$ cat src/rtl/sdram_port_arbiter.sv
// sdram_port_arbiter: shares one SDRAM controller port among NPORTS requesters.
// Port 0 (video) has fixed priority, capped at MAXRUN back-to-back grants while
// others wait; ports 1..NPORTS-1 rotate round-robin. One transaction in flight.
module sdram_port_arbiter #(
   parameter int NPORTS  = 3,
   parameter int AW      = 24,
   parameter int MAXRUN  = 4,
   parameter int TIMEOUT = 255
) (
   input  logic                 clk,
   input  logic                 reset,
   input  logic [NPORTS-1:0]    req,
   input  logic [NPORTS-1:0]    we,
   input  logic [NPORTS*AW-1:0] addr,
   input  logic [NPORTS*16-1:0] wdata,
   input  logic [NPORTS*2-1:0]  bytesel,
   output logic [NPORTS-1:0]    ack,
   output logic [15:0]          rdata,
   output logic                 ctrl_req,
   output logic                 ctrl_we,
   output logic [AW-1:0]        ctrl_addr,
   output logic [15:0]          ctrl_wdata,
   output logic [1:0]           ctrl_bytesel,
   input  logic                 ctrl_ack,
   input  logic                 ctrl_done,
   input  logic [15:0]          ctrl_rdata,
   output logic                 timeout_err
);

   localparam int PW = (NPORTS > 2) ? $clog2(NPORTS) : 1;
   localparam int RW = (MAXRUN > 0) ? $clog2(MAXRUN + 1) : 1;

   typedef enum logic [1:0] {IDLE, ISSUE, WAIT} state_t;

   state_t        state;
   logic [PW-1:0] grant;
   logic [PW-1:0] rr_ptr;
   logic [RW-1:0] run;
   logic [7:0]    wcnt;

   logic [PW-1:0] pick;
   logic [PW-1:0] cand;
   logic          pick_vld;
   logic          others;
   int            idx;

   logic          sel_we;
   logic [AW-1:0] sel_addr;
   logic [15:0]   sel_wdata;
   logic [1:0]    sel_bytesel;

   // Grant choice; no decision in an ack cycle so the acked port is never re-picked
   always_comb begin
      others   = |req[NPORTS-1:1];
      pick     = '0;
      pick_vld = 1'b0;
      idx      = 0;
      cand     = '0;
      if (ack == '0 && req != '0) begin
         if (req[0] && ((int'(run) < MAXRUN) || !others)) begin
            pick_vld = 1'b1;
         end else begin
            for (int k = 0; k < NPORTS - 1; k++) begin
               idx = int'(rr_ptr) + k;
               if (idx >= NPORTS) idx = idx - (NPORTS - 1);
               cand = PW'(idx);
               if (!pick_vld && req[cand]) begin
                  pick     = cand;
                  pick_vld = 1'b1;
               end
            end
         end
      end
   end

   // Operand mux for the chosen port
   always_comb begin
      sel_we      = 1'b0;
      sel_addr    = '0;
      sel_wdata   = '0;
      sel_bytesel = 2'b11;
      for (int i = 0; i < NPORTS; i++) begin
         if (PW'(i) == pick) begin
            sel_we      = we[i];
            sel_addr    = addr[i*AW +: AW];
            sel_wdata   = wdata[i*16 +: 16];
            sel_bytesel = bytesel[i*2 +: 2];
         end
      end
   end

   // Transaction FSM: IDLE picks a port, ISSUE holds ctrl_req, WAIT awaits done/timeout
   always_ff @(posedge clk) begin
      if (reset) begin
         state        <= IDLE;
         grant        <= '0;
         ack          <= '0;
         rdata        <= '0;
         ctrl_req     <= 1'b0;
         ctrl_we      <= 1'b0;
         ctrl_addr    <= '0;
         ctrl_wdata   <= '0;
         ctrl_bytesel <= 2'b11;
         timeout_err  <= 1'b0;
         rr_ptr       <= PW'(1);
         run          <= '0;
         wcnt         <= '0;
      end else begin
         ack <= '0;
         case (state)
            IDLE: begin
               if (pick_vld) begin
                  grant        <= pick;
                  ctrl_req     <= 1'b1;
                  ctrl_we      <= sel_we;
                  ctrl_addr    <= sel_addr;
                  ctrl_wdata   <= sel_wdata;
                  ctrl_bytesel <= sel_bytesel;
                  if (pick == '0) begin
                     // run only counts while someone else is actually being held off
                     if (!others)                   run <= '0;
                     else if (int'(run) < MAXRUN)   run <= run + 1'b1;
                  end else begin
                     run    <= '0;
                     rr_ptr <= (int'(pick) == NPORTS - 1) ? PW'(1) : pick + 1'b1;
                  end
                  state <= ISSUE;
               end
            end
            ISSUE: begin
               if (ctrl_ack) begin
                  ctrl_req <= 1'b0;
                  wcnt     <= '0;
                  if (ctrl_done) begin
                     ack[grant] <= 1'b1;
                     if (!ctrl_we) rdata <= ctrl_rdata;
                     state <= IDLE;
                  end else begin
                     state <= WAIT;
                  end
               end
            end
            WAIT: begin
               if (ctrl_done) begin
                  ack[grant] <= 1'b1;
                  if (!ctrl_we) rdata <= ctrl_rdata;
                  state <= IDLE;
               end else if (int'(wcnt) >= TIMEOUT - 1) begin
                  // force completion so the requester is not stuck forever
                  ack[grant]  <= 1'b1;
                  rdata       <= '0;
                  timeout_err <= 1'b1;
                  state       <= IDLE;
               end else begin
                  wcnt <= wcnt + 1'b1;
               end
            end
            default: state <= IDLE;
         endcase
      end
   end

endmodule

$ cat config.mk
export PLATFORM = sky130hd
export DESIGN_NAME = sdram_port_arbiter
export DESIGN_NICKNAME = d
export VERILOG_FILES = /design/src/rtl/sdram_port_arbiter.sv
export SDC_FILE = /design/constraint.sdc
export NUM_CORES = 1
export LEC_CHECK = 0
export CORE_ASPECT_RATIO = 1.5
export CORE_MARGIN = 10
export CORE_UTILIZATION = 35
export CTS_BUF_LIST = sky130_fd_sc_hd__clkbuf_8
export DETAILED_ROUTE_END_ITERATION = 16
export GPL_TIMING_DRIVEN = 0
export PLACE_DENSITY = 0.72
export SYNTH_ARGS = -nofsm -noshare
export SYNTH_HDL_FRONTEND = slang
export SYNTH_SLANG_ARGS = --single-unit
$ cat constraint.sdc
create_clock -name clk -period 2.5 [get_ports clk]
set_clock_uncertainty 0.2 [all_clocks]
set_input_delay 0.5 -clock clk [delete_from_list [all_inputs] [get_ports clk]]
set_output_delay 0.5 -clock clk [all_outputs]
set_load 0.03 [all_outputs]
After elaboration in Yosys (flattened, before gate mapping)
Index checks and enable logic that the tools add are counted.
{ "word_totals": {"reg_bits": 81, "latchBits": 0, "ramBits": 0, "romBits": 0, "input_bits": 152, "mem_count": 0} }
{ "op_classes": {"n_addsub": 6, "mul": 0, "n_div": 0, "magnitude_cmp": 8, "eq_ne": 12, "shifts": 0, "muxes": 62, "bitwise": 2, "reduce_logical": 22} }
{ "op_table": {"columns": ["cell", "n"], "rows": [
  ["$mux 16", 8],
  ["$mux 24", 3],
  ["$mux 2", 19],
  ["$pmux 16 s2", 1],
  ["$mux 8", 3],
  ["$mux 3", 7],
  ["$pmux 8 s2", 1],
  ["$reduce_and 3->1", 5],
  ["$mux 1", 14],
  ["$ne 2x2->1 const B", 5],
  ["$lt 2x3->1 const B", 3],
  ["$add 8x1->8 const B", 1],
  ["$ge 8x8->1 const B", 1],
  ["$reduce_and 4->1", 2],
  ["$pmux 2 s3", 1],
  ["$pmux 3 s2", 1],
  ["$bmux 1 s2", 2],
  ["$eq 2x2->1 const B", 2],
  ["$logic_and 1x1->1", 4],
  ["$logic_not 2->1", 2],
  ["$reduce_bool 2->1", 2],
  ["$sub 2x2->2 const B", 2],
  ["$add 2x1->3 const B", 1],
  ["$add 3x1->3 const B", 1],
  ["19 further kinds", 21]
]} }

Depth between registers and ports, before layout
Gate-level depths: netlist (run 1).
{ "depth": {"word_depth": 20, "ltp_mapped": 8} }

Worst setup path after synthesis (run 1)
OpenSTA, ideal clock, no wires.
{ "synth_timing": {"path_kind": "register to register", "from": "reg wcnt[0]", "to": "reg rdata[10]", "setup_ns": 0.070, "arrival_time_ns": 1.656, "t_required_ns": 2.230, "path_slack_ns": 0.574, "path_stages_with_launch": 8, "path_buffers": 1, "path_cell_list": "dfxtp_1 > inv_1 > ha_1 > o211a_1 > a21boi_0 > clkbuf_2 > o21ai_0 > a21oi_1"} }
{ "synth_between": {"elab_chain_len": 3} }
{ "synth_lines": {"columns": ["item", "line", "source"], "rows": [
  ["start, declared", "39", "logic [7:0] wcnt;"],
  ["start signal, assigned", "155", "wcnt <= wcnt + 1'b1;"],
  ["$ge 8x8->1", "148", "end else if (int'(wcnt) >= TIMEOUT - 1) begin"],
  ["$ne 3x3->1 (no source line)", null, null],
  ["$reduce_and 4->1 (no source line)", null, null],
  ["end signal, assigned", "136", "if (!ctrl_we) rdata <= ctrl_rdata;"],
  ["end signal, assigned", "146", "if (!ctrl_we) rdata <= ctrl_rdata;"],
  ["end, declared", "18", "output logic [15:0] rdata,"]
]} }
No other way between the ends.
A chain may end at the register's enable or synchronous reset.

Worst setup path in the final report (run 1)
{ "layout_timing": {"from": "in req[2]", "to": "reg ctrl_addr[14]"} }
{ "layout_between": {"elab_chain_len": 14} }
{ "layout_lines": {"columns": ["item", "line", "source"], "rows": [
  ["start, declared", "12", "input logic [NPORTS-1:0] req,"],
  ["$bmux 1 s2", "67", "if (!pick_vld && req[cand]) begin"],
  ["$mux 1 (not written as such)", "67", null],
  ["$mux 1", "67", null],
  ["$mux 1", "60", "if (req[0] && ((int'(run) < MAXRUN) || !others)) begin"],
  ["$mux 1", "59", "if (ack == '0 && req != '0) begin"],
  ["$logic_not 1->1", "67", null],
  ["$logic_and 1x1->1", "67", null],
  ["$mux 2", "67", null],
  ["$mux 2", "60", null],
  ["$mux 2", "59", null],
  ["$logic_not 2->1", "83", "if (PW'(i) == pick) begin"],
  ["$mux 24 (3 in series)", "83", null],
  ["end signal, assigned", "116", "ctrl_addr <= sel_addr;"],
  ["end, declared", "21", "output logic [AW-1:0] ctrl_addr,"]
]} }
Parallel ways exist; a longest one is shown, timed or not. The select of a mux whose other input is x is not followed.

==> results of run 1 <==
[placed cells by master (no fill, tap or decap), drive strengths merged, types with 4 or more instances in the layout]
| cell type | n |
|---|---|
| a211oi | 14 |
| a21boi | 4 |
| a21oi | 30 |
| a222oi | 11 |
| a31oi | 5 |
| buf | 22 |
| clkbuf | 32 |
| clkdlybuf4s50 | 213 |
| dfxtp | 81 |
| ha | 6 |
| inv | 9 |
| mux2i | 8 |
| nand2 | 17 |
| nand2b | 8 |
| nand3 | 56 |
| nand4 | 4 |
| nor2 | 14 |
| nor3 | 5 |
| o211ai | 35 |
| o21ai | 56 |
| o22ai | 30 |
[per-layer routing]
metal | vias to the layer above | global-route usage (%)
met4 | 0 | 5.63
met2 | 161 | 33.5
li1 | 2263 | -
met5 | - | 0
met1 | 2067 | 17.3
met3 | 19 | 7.66
[cells by family (layout without fill, tap and decap cells)]
logic type / Yosys count / in the layout
AND/OR/NAND/NOR: 120 / 120
buffers and inverters: 51 / 280
multiplexers: 8 / 8
AO/OA/AOI/OAI: 203 / 203
flip-flops: 81 / 81
adder cells (fa/ha/maj): 6 / 6
[through the flow]
stage	cells	instance area, µm²	hold slack, ps	util, %
after floorplan	469	4010	234	-
after detailed placement	829	6320	250	56.9
after global placement	829	6320	244	56.9
final	845	6540	260	58.8
after global routing	845	6540	278	58.8
after CTS	845	6540	263	58.8
[worst paths after layout]
path | startpoint | end | slack [ps]
setup / recovery | req[2] | ctrl_addr[14] | 200
hold / removal | timeout_err | timeout_err | 260
setup reg to reg | state[0] | ctrl_addr[14] | 220
hold reg to reg | timeout_err | timeout_err | 260
[cells in the mapped netlist, drive strengths merged (4+ instances only)]
| library cell | number |
|---|---|
| dfxtp | 81 |
| nand3 | 56 |
| o21ai | 56 |
| o211ai | 35 |
| a21oi | 30 |
| o22ai | 30 |
| buf | 22 |
| clkbuf | 21 |
| nand2 | 17 |
| a211oi | 14 |
| nor2 | 14 |
| a222oi | 11 |
| inv | 8 |
| mux2i | 8 |
| nand2b | 8 |
| ha | 6 |
| a31oi | 5 |
| nor3 | 5 |
| a21boi | 4 |
| nand4 | 4 |
[area by class of cell]
type | instances | area [µm²] | share of cell area, %
multi-input combinational | 337 | 2130 | 32.7
timing repair buffer | 213 | 2130 | 32.6
sequential | 81 | 1620 | 24.8
buffer | 43 | 221 | 3.39
tap | 147 | 184 | 2.81
clock buffer | 11 | 151 | 2.32
clock inverter | 5 | 62.6 | 0.957
inverter | 8 | 30.0 | 0.459
[report_power, final]
part	internal (mW)	total (mW)	switching (mW)
registers	1.46	1.55	0.0929
logic	0.709	1.58	0.867
clock network	0.521	1.03	0.510
total	2.69	4.16	1.47
[repair_timing]
item / 4_1_cts / 5_1_grt
setup endpoints to repair: 0 / 6
hold buffers: 0 / 0
endpoints found under the hold margin: 0 / 0
resized for setup: 0 / 3
[flip-flops by register name, indices dropped and copies added, names as in the netlist]
name / count
state: 2
wcnt: 8
rr_ptr: 2
ctrl_wdata: 16
ctrl_req: 1
ack: 3
rdata: 16
timeout_err: 1
ctrl_bytesel: 2
ctrl_addr: 24
run: 3
grant: 2
ctrl_we: 1
[worst register-to-register path: cells and delay by family, from the launching register on]
kind | cells | cell delay [ps]
buffers and inverters | 3 | 710
DFF | 1 | 340
and+or+nand+nor | 1 | 230
AOI/OAI and AO/OA | 2 | 470
adders and majority gates | 1 | 190
==> results.md, run 1 <==
Status:
- The flow ran to the end, and the final reports show no timing, DRC or antenna violations.

Clock network:
- The number of clock sinks is 81.
- The number of H-tree branching levels is 3.
- The maximum clock path buffer count is 2.
- The cell sitting at the root of the clock tree is a sky130_fd_sc_hd__clkbuf_8.
- The post-CTS setup buffer count is 0.
- TritonCTS created 9 clock buffers.
- The TritonCTS clock tree is yes.
- Clock latency on the worst-skew pair, taken at its later pin, is 370 ps.
- The clock transition at the register clock pins on the worst setup and hold paths after CTS is 90 ps.

Detailed routing:
- In this run the remaining antenna-violating nets after routing total 0.
- The number of optimization iterations in the first detailed-route pass is 5.
- The mean routed wirelength per cell is 18.1 µm.
- Detailed routing placed a total of 1.46 mm of wire on met3.
- The wire length after detailed routing is 15.3 mm.
- After detailed routing, the number of remaining DRC violations is 0.
- The detailed router finished its first iteration with 249 violations.
- Using the TritonRoute via totals, the vias-per-cell ratio works out to 5.34.
- Routed signal wires occupy layers up through met4.
- The via count is 4,510.
- In the final routing, the length of wire on met1 measures 5.46 mm.
- In the detailed route, the total length drawn on met2 is 8.12 mm.

Floorplan:
- The die is 151 µm tall.
- The region available for standard cell placement spans 11,100 µm².
- After floorplanning, the core was divided into 47 placement rows.
- Once the floorplan was initialized, standard cells occupied 36.0% of the core.
- In this run the count of I/O pins placed on the die edge is 216.
- The floorplan step defined a die boundary enclosing 16,200 µm².
- The die is 107 µm wide.

Critical path:
- Along the worst path, the maximum fanout reaches 10.
- Grouping stages by cell kind, the critical path spends the most delay in buffers and inverters.
- Counting buffers and inverters, the worst setup path is 6 cells deep.
- Counting cells, the worst reg-to-reg path comes to 7.
- The capturing element type of the critical path is a flip-flop.
- The class of the most critical setup path is in -> reg.
- Together, buffers and inverters on the worst path number 3.
- The worst-path cell with the longest stage delay is sky130_fd_sc_hd__clkdlybuf4s50_1.
- Walking the worst path, the cells encountered are clkdlybuf4s50_1 -> o21ai_1 -> a21boi_2 -> buf_4 -> clkbuf_1 -> a211oi_1.
- Data on the critical path is required at its endpoint by 2530 ps.
- STA classifies the critical path startpoint as an input pin.
- The delay of the slowest cell on the worst path is 580 ps.
- The worst endpoint data arrival time is 2330 ps.

Hold path:
- The path class of the lowest-slack min-delay path is reg -> reg.
- The hold path depth is 2.

Synth:
- The synthesized netlist devotes 15.7% of its cell area to simple gates.
- The synthesized netlist devotes 0% of its cell area to XOR and XNOR gates.
- Counting flops with a built-in enable in the synthesized netlist gives 0.
- The area fraction of the dominant cell type after synthesis is 40.5%.
- In the synthesized netlist the async set-or-reset flop fraction comes to 0%.
- The most frequently used flop master after synthesis is sky130_fd_sc_hd__dfxtp_1.
- The flop and latch count out of synthesis is 81.
- After synthesis, flip-flops and latches occupy 40.5% of the total area.
- Synthesis instantiated 50 different standard cells from the library.
- The number of nets handed over by synthesis was 627.
- By area the synthesized netlist is led by sky130_fd_sc_hd__dfxtp_1 (40%), sky130_fd_sc_hd__nand3_1 (7.0%), sky130_fd_sc_hd__o211ai_1 (6.6%), sky130_fd_sc_hd__o21ai_0 (5.9%), sky130_fd_sc_hd__o22ai_1 (4.7%).
- Summing the areas of all compound-gate instances in the mapped netlist gives 33.7% of the synthesized area.
- The mapped netlist covers 4010 µm².
- After synthesis, the mean cell area works out to 8.54 µm².
- In the synthesized netlist, the number of instances is 469.
- The Yosys step of the flow raised 0 warnings.
- sky130_fd_sc_hd__dfxtp_1 takes more of the synthesized area than any other cell.
- Summing the areas of all fa, ha and maj instances in the mapped netlist gives 1.87% of the synthesized area.
- After synthesis, the largest family of logic cells by area is compound AO/OA/AOI/OAI gates.
- In the synthesized netlist, mux cells make up 2.00% of the area.

Power:
- The largest vdd supply drop is 0.000306 V.
- The power density relative to cell area is 636 nW/µm².
- The leakage component of the power is 2.29 nW.
- Total power for the finished layout comes to 4.16 mW.

Global route:
- The via count of the first global-routing pass is 4,626.
- The remaining global-route overflow is 0.
- The overall track demand over capacity in global routing is 18.0%.
- The initial antenna violation count is 0.
- The first-pass GRT wire length is 23.3 mm.
- The largest net degree at the start of global routing is 15.

Run:
- The number of max-cap violations is 0.

Placement:
- OpenSTA, run right after detailed placement, puts the worst setup slack at -182 ps.
- The routability-driven placement congestion ratio is 0.832.
- In this run the tool buffered the top-level ports with 213 buffer cells.
- The wire-length estimate of the detail-placed layout is 12.6 mm.

STA:
- In the post-route analysis, the smallest setup slack over all paths is 197 ps.
- The remaining max-slew budget at the tightest pin is 62.0%.
- The transition time at the pin with the least slew margin is 566 ps.
- The number of pins exceeding their max-slew limit in the final report is 0.
- After routing, the total negative slack on setup checks comes to 0 ps.
- The count of endpoints failing setup in the final report is 0.
- The maximum clock frequency is 434 MHz.
- Setup repair after global routing left no endpoint under its margin.
- Of the available clock period, the critical path in the final layout requires 92.1%.
- The hold violation total from the final report is 0.
- The minimum clock period after layout is 2300 ps.

Layout:
- Of the cells placed in the final design, the portion with a size suffix greater than 1 is 7.16%.
- The repair_antennas step left the layout with diodes totalling 0.
- The filler cells instantiated in the layout total 1,012.
- The number of nets in the final layout is 851.
- The area overhead of the layout relative to synthesis is 63.2%.
Power figures use the tool's default switching activity.
==> run 2: changes to the inputs <==
--- a/config.mk
+++ b/config.mk
@@ -6,12 +6,12 @@
 export NUM_CORES = 1
 export LEC_CHECK = 0
 export CORE_ASPECT_RATIO = 1.5
-export CORE_MARGIN = 10
 export CORE_UTILIZATION = 35
 export CTS_BUF_LIST = sky130_fd_sc_hd__clkbuf_8
 export DETAILED_ROUTE_END_ITERATION = 16
 export GPL_TIMING_DRIVEN = 0
 export PLACE_DENSITY = 0.72
+export SKIP_LAST_GASP = 1
 export SYNTH_ARGS = -nofsm -noshare
 export SYNTH_HDL_FRONTEND = slang
 export SYNTH_SLANG_ARGS = --single-unit
==> results.md, run 2 (same netlist as run 1, synthesis figures left out) <==
Floorplan:
- The row count is 47.
- The floorplan step defined a die boundary enclosing 11,900 µm².
- The number of top-level design ports is 216.
- The initial utilization of the core area, before any placement, comes to 36.0%.
- The vertical extent of the die is 133 µm.
- In this run the standard cell core region covers 11,100 µm².
- The die outline width is 89.4 µm.

Critical path:
- The highest net fanout along the worst path is 10.
- The kind of start point of the critical path is an input pin.
- By startpoint and endpoint, the worst setup path is classified as in -> reg.
- The required time at the worst-slack endpoint is 2530 ps.
- The register-to-register setup slack is 220 ps.
- STA classifies the critical path endpoint as a flip-flop.
- The worst endpoint data arrival time is 2310 ps.

Power:
- Summing internal, switching and leakage power gives 4.12 mW.
- Dividing total power by cell area gives a power density of 632 nW/µm².
- The worst-case IR drop observed on VDD is 0.000270 V.
- The leakage component of the power is 2.29 nW.

Detailed routing:
- After detailed routing, the number of vias per cell comes to 5.43.
- The wire length after detailed routing is 13.6 mm.
- The via count is 4,587.
- The remaining antenna violation count after routing is 0.
- The violation count after the first detailed-route iteration is 176.
- The number of remaining DRC errors is 0.
- The first detailed-routing pass took 4 iterations.
- In the final routed layout, each cell accounts on average for 16.1 µm.

Status:
- The run finished with clean final reports.

Layout:
- In the layout the commonest cells are sky130_fd_sc_hd__clkdlybuf4s50_1 (213), sky130_fd_sc_hd__dfxtp_1 (81), sky130_fd_sc_hd__nand3_1 (56), sky130_fd_sc_hd__o21ai_0 (47), sky130_fd_sc_hd__o211ai_1 (35).
- The library cell used most frequently in the layout, excluding fill and tap cells, is sky130_fd_sc_hd__clkdlybuf4s50_1.
- The repair_antennas step left the layout with diodes totalling 0.
- The share of cells above drive strength 1 is 6.89%.
- From synthesis to final layout, the design area changed by 62.8%.
- Counting flops per register, the top entry is ctrl_addr.
- The net count of the finished layout is 850.
- The number of flip-flops in the largest register is 24.
- The largest registers in the layout are ctrl_addr (24), ctrl_wdata (16), rdata (16).

Clock network:
- Counting the buffers created by CTS gives 9.
- CTS placed an instance of sky130_fd_sc_hd__clkbuf_8 at the clock tree root.
- The number of clock sinks is 81.
- For the worst-skew pair, the clock arrives at the later sink with an insertion delay of 370 ps.
- The TritonCTS clock tree is yes.
- The maximum clock path buffer count is 2.
- The number of H-tree branching levels is 3.
- The clock transition at the register clock pins on the worst setup and hold paths after CTS is 80 ps.
- The post-CTS setup buffer count is 0.

STA:
- The hold violation total from the final report is 0.
- Across all hold checks on the routed design, the worst slack comes to 256 ps.
- Setup repair after global routing left no endpoint under its margin.
- Headroom to the max-slew limit came out at 60.5%.
- The minimum clock period after layout is 2280 ps.
- The final critical path takes up 91.2% of the cycle.
- The accumulated negative setup slack is 0 ps.
- Timing would allow up to 438 MHz.
- The number of pins exceeding their max-slew limit in the final report is 0.
- The transition time at the pin with the least slew margin is 588 ps.
- The count of endpoints failing setup in the final report is 0.
- Setup slack on the critical path of the routed design comes to 219 ps.

Global route:
- Entering global routing, the biggest net connects 15 pins.
- The initial antenna violation count was 0.
- The first-pass GRT wire length is 21.8 mm.
- Global routing finished with a remaining overflow of 0.
- The via count of the first global-routing pass is 4,621.
- In the global route stage, overall resource usage came out at 23.4%.

Placement:
- The congestion estimate from routability-driven global placement came to 0.825.
- The number of port buffers is 213.
- The placed wire-length estimate is 10.7 mm.
- The post-place setup slack is -145 ps.

Hold path:
- The path class of the lowest-slack min-delay path is reg -> reg.

Run:
- Across the run, the number of max-cap violations was 0.
-- run 2: changes by cell type in the layout (fill, tap and decap cells not counted) --
cell and delta:
sky130_fd_sc_hd__clkinv_4 +1, sky130_fd_sc_hd__clkbuf_2 -1, sky130_fd_sc_hd__inv_1 +1, sky130_fd_sc_hd__clkbuf_8 -1, sky130_fd_sc_hd__clkinvlp_4 -1
-- run 2: area by class of cell --
| cell class | count | area, µm² |
|---|---|---|
| Tap cell | 147 | 184 |
| Sequential cell | 81 | 1620 |
| Clock buffer | 10 | 138 |
| Buffer | 42 | 216 |
| Timing Repair Buffer | 213 | 2130 |
| Multi-Input combinational cell | 337 | 2130 |
| Fill cell | 1005 | 4590 |
| Clock inverter | 6 | 67.6 |
| Inverter | 8 | 30.0 |
-- run 2: critical path, stage by stage --
cell and delay [ps]:
sky130_fd_sc_hd__clkdlybuf4s50_1 570, sky130_fd_sc_hd__nand2b_1 220, sky130_fd_sc_hd__and3_1 240, sky130_fd_sc_hd__buf_6 130, sky130_fd_sc_hd__buf_6 140, sky130_fd_sc_hd__a222oi_1 380, sky130_fd_sc_hd__a211oi_1 130
-- run 2: where the power goes --
part / leakage [nW] / switching, mW / internal, mW / total [mW]
Clock: 0.104 / 0.512 / 0.492 / 1.00
Combinational: 1.52 / 0.855 / 0.708 / 1.56
Sequential: 0.665 / 0.0975 / 1.46 / 1.55
-- run 2: what timing repair did --
action	CTS	global route
resized for setup	0	1
hold buffers	0	0
setup endpoints to repair	0	11
-- run 2: final timing paths --
path,cells after the start,to,startpoint
setup / recovery,7,ctrl_addr[19],req[0]
hold / removal,2,timeout_err,timeout_err
setup reg to reg,6,wcnt[7],wcnt[0]
hold reg to reg,2,timeout_err,timeout_err
-- run 2: through the flow --
stage | cell area (µm²) | cells | utilization (%)
4_1_cts | 6530 | 845 | 58.7
6_report | 6520 | 844 | 58.7
3_3_place_gp | 6320 | 829 | 56.9
2_1_floorplan | 4010 | 469 | -
3_5_place_dp | 6320 | 829 | 56.9
5_1_grt | 6520 | 844 | 58.7
-- run 2: routing by layer --
metal / global-route usage [%] / wire, µm / up-vias
met3: 6.11 / 900 / 35
met4: 10.7 / 476 / 0
met2: 42.0 / 7150 / 172
met5: 0 / 0 / -
li1: - / - / 2257
met1: 24.9 / 5060 / 2123
==> run 3: changes to the inputs <==
==> constraint.sdc (replaced) <==
create_clock -name clk -period 2.9 [get_ports clk]
set_clock_uncertainty 0.2 [all_clocks]
set_input_delay 0.58 -clock clk [delete_from_list [all_inputs] [get_ports clk]]
set_output_delay 0.58 -clock clk [all_outputs]
set_load 0.03 [all_outputs]
==> results.md, run 3 (same netlist as run 1, synthesis figures left out) <==
Status:
- The run finished with clean final reports.

Layout:
- Leaving out fill and tap cells, the most frequent cells in the layout are sky130_fd_sc_hd__clkdlybuf4s50_1 (213), sky130_fd_sc_hd__dfxtp_1 (81), sky130_fd_sc_hd__nand3_1 (56), sky130_fd_sc_hd__o21ai_0 (47), sky130_fd_sc_hd__o211ai_1 (35).
- The area overhead of the layout relative to synthesis is 62.9%.
- The post-route netlist has 6.88% of its cells at a drive strength greater than 1.
- The number of flip-flops in the largest register is 24.
- The final cell count without fillers is 845.
- The register bank with the most flops is ctrl_addr.
- The library cell used most frequently in the layout, excluding fill and tap cells, is sky130_fd_sc_hd__clkdlybuf4s50_1.
- 0 antenna diodes ended up in the layout.
- The net count of the finished layout is 851.
- In the final layout, the registers with the most flip-flops are ctrl_addr (24), ctrl_wdata (16), rdata (16).

Global route:
- Global routing consumed, over all layers together, 23.4% of the routing resources.
- The largest net degree at the start of global routing is 15.
- The initial antenna violation count is 0.
- The first global-routing pass estimated 21.8 mm of wire.
- The via count of the first global-routing pass came to 4,621.
- For this run the aggregate overflow at the end of global routing stands at 0.

Detailed routing:
- After the first detailed-routing iteration, the DRC count stood at 164.
- The routed layout has 4,579 vias.
- The routed design uses 874 µm of met3 wire.
- After detailed routing, the number of remaining DRC violations is 0.
- After detailed routing, the average wire length per cell comes to 16.0 µm.
- The mean number of vias per cell is 5.42.
- The remaining antenna violation count after routing is 0.
- After detailed routing, the met2 layer carries 7.14 mm of wire.
- The total routed wire length on the met1 layer is 5.06 mm.
- The wire length after detailed routing is 13.5 mm.
- The highest layer used for signal routing is met4.
- The number of optimization iterations in the first detailed-route pass is 4.

Power:
- The leakage component of the power is 2.29 nW.
- The share of total power dissipated in sequential elements is 37.7%.
- The internal power of the cells totals 2.29 mW.
- Per report_power, the combinational group accounts for 38.0% of the total.
- Power spread over the standard cell area amounts to 544 nW/µm².
- Net switching is 35.5% of the power.
- The worst-case IR drop observed on VDD is 0.000232 V.
- The analysis attributes to net switching a power of 1.26 mW.
- The part of the power in the clock network is 24.3%.

STA:
- The count of endpoints failing setup in the final report is 0.
- Timing would allow up to 423 MHz.
- The accumulated negative setup slack is 0 ps.
- The minimum clock period after layout is 2360 ps.
- Setup repair after global routing left no endpoint under its margin.
- The remaining max-slew budget at the tightest pin is 55.6%.
- The hold violation total from the final report is 0.
- The number of pins exceeding their max-slew limit in the final report was 0.
- The transition time at the pin with the least slew margin is 660 ps.
- The share of the cycle needed by the critical path after routing is 81.5%.

Critical path:
- For the worst setup path, the data required time is 2930 ps.
- The class of the most critical setup path is in -> reg.
- The capturing element type of the critical path is a flip-flop.
- On the critical path, the stage with the largest delay is an instance of sky130_fd_sc_hd__clkdlybuf4s50_1.
- On the worst path, the slowest cell contributes a delay of 570 ps.
- Together, buffers and inverters on the worst path number 3.
- The startpoint identified for the worst register-to-register timing path is wcnt[0].
- In this design, the largest share of critical-path delay is due to buffers and inverters.
- The most numerous cell type found on the critical path is sky130_fd_sc_hd__buf_6.
- The critical path starts at req[0].
- The kind of start point of the critical path is an input pin.
- In this run the worst path has a maximum fanout of 10.
- The critical path goes through clkdlybuf4s50_1 -> nand2b_1 -> and3_1 -> buf_6 -> buf_6 -> a222oi_1 -> a211oi_1.
- The worst endpoint data arrival time is 2390 ps.

Clock network:
- The clock insertion delay at the later pin of the skew report is 360 ps.
- The TritonCTS clock tree is yes.
- The clock transition at the register clock pins on the worst setup and hold paths after CTS is 80 ps.
- The clock passes through at most 2 buffers.
- The number of H-tree branching levels is 3.
- The cts-stage hold buffer count is 0.
- The clock tree root driver cell is sky130_fd_sc_hd__clkbuf_8.
- In this run, post-CTS repair resized a total of 0 instances.
- Counting the buffers created by CTS gives 9.
- The tree built by TritonCTS fans out to 81 sinks.
- The post-CTS setup buffer count is 0.

Floorplan:
- The die covers 11,900 µm².
- The initial cell density of the core is 36.0%.
- From left edge to right edge, the die measures 89.4 µm.
- After floorplanning, the core was sized to cover 11,100 µm².
- The number of top-level design ports is 216.
- Measured along the y axis, the die boundary spans 133 µm.
- In this run the core area contains 47 standard-cell rows.

Placement:
- The cell count after placement is 829.
- Input and output buffers added on the ports amount to 213.
- The placed wire-length estimate is 10.7 mm.
- Routability-driven placement finished with a final weighted congestion of 0.825.

Run:
- The tool flagged a number of max-cap violations equal to 0.

Hold path:
- The path class of the lowest-slack min-delay path is reg -> reg.
- The startpoint of the worst hold path is timeout_err.
## run 3: layer usage
layer | global-route usage [%] | up-vias
li1 | - | 2256
met1 | 24.9 | 2118
met3 | 6.11 | 35
met2 | 42.0 | 170
met5 | 0 | -
met4 | 10.7 | 0
## run 3: layout make-up
| class | instances | area (µm²) |
|---|---|---|
| Clock inverter | 6 | 67.6 |
| Timing Repair Buffer | 213 | 2130 |
| Clock buffer | 10 | 138 |
| Multi-Input combinational cell | 337 | 2130 |
| Sequential cell | 81 | 1620 |
| Buffer | 43 | 220 |
| Tap cell | 147 | 184 |
| Fill cell | 1003 | 4590 |
| Inverter | 8 | 30.0 |
## run 3: worst paths after layout
check | to | slack (ps) | cells past startpoint
hold reg to reg | timeout_err | 260 | 2
setup reg to reg | rdata[2] | 590 | 7
setup / recovery | ctrl_addr[21] | 540 | 7
hold / removal | timeout_err | 260 | 2
## run 3: metrics by stage
| step | area (µm²) | power, mW | hold WS, ps | util (%) | setup WS (ps) |
|---|---|---|---|---|---|
| after detailed placement | 6320 | 2.71 | 249 | 56.9 | 175 |
| after floorplan | 4010 | 2.09 | 234 | - | 932 |
| after global routing | 6530 | 3.73 | 283 | 58.7 | 295 |
| final | 6530 | 3.55 | 257 | 58.7 | 538 |
| after CTS | 6530 | 3.58 | 262 | 58.7 | 551 |
| after global placement | 6320 | 2.68 | 235 | 56.9 | 200 |
## run 3: worst reg2reg max path, cell delays in order, from the launching register on
cell                       delay (ps)
sky130_fd_sc_hd__dfxtp_1          410
sky130_fd_sc_hd__inv_1             60
sky130_fd_sc_hd__ha_1             210
sky130_fd_sc_hd__o211a_1          230
sky130_fd_sc_hd__a21boi_0         550
sky130_fd_sc_hd__clkbuf_2         310
sky130_fd_sc_hd__o21ai_0          110
sky130_fd_sc_hd__a21oi_1          160
## run 3: power by group through the flow
stage               Clock (mW)  Sequential, mW  Combinational, mW
detailed placement           0            1.36               1.35
global placement             0            1.36               1.33
CTS                      0.886            1.34               1.35
floorplan                    0            1.60              0.491
global route             0.921            1.36               1.46
finish                   0.863            1.34               1.35
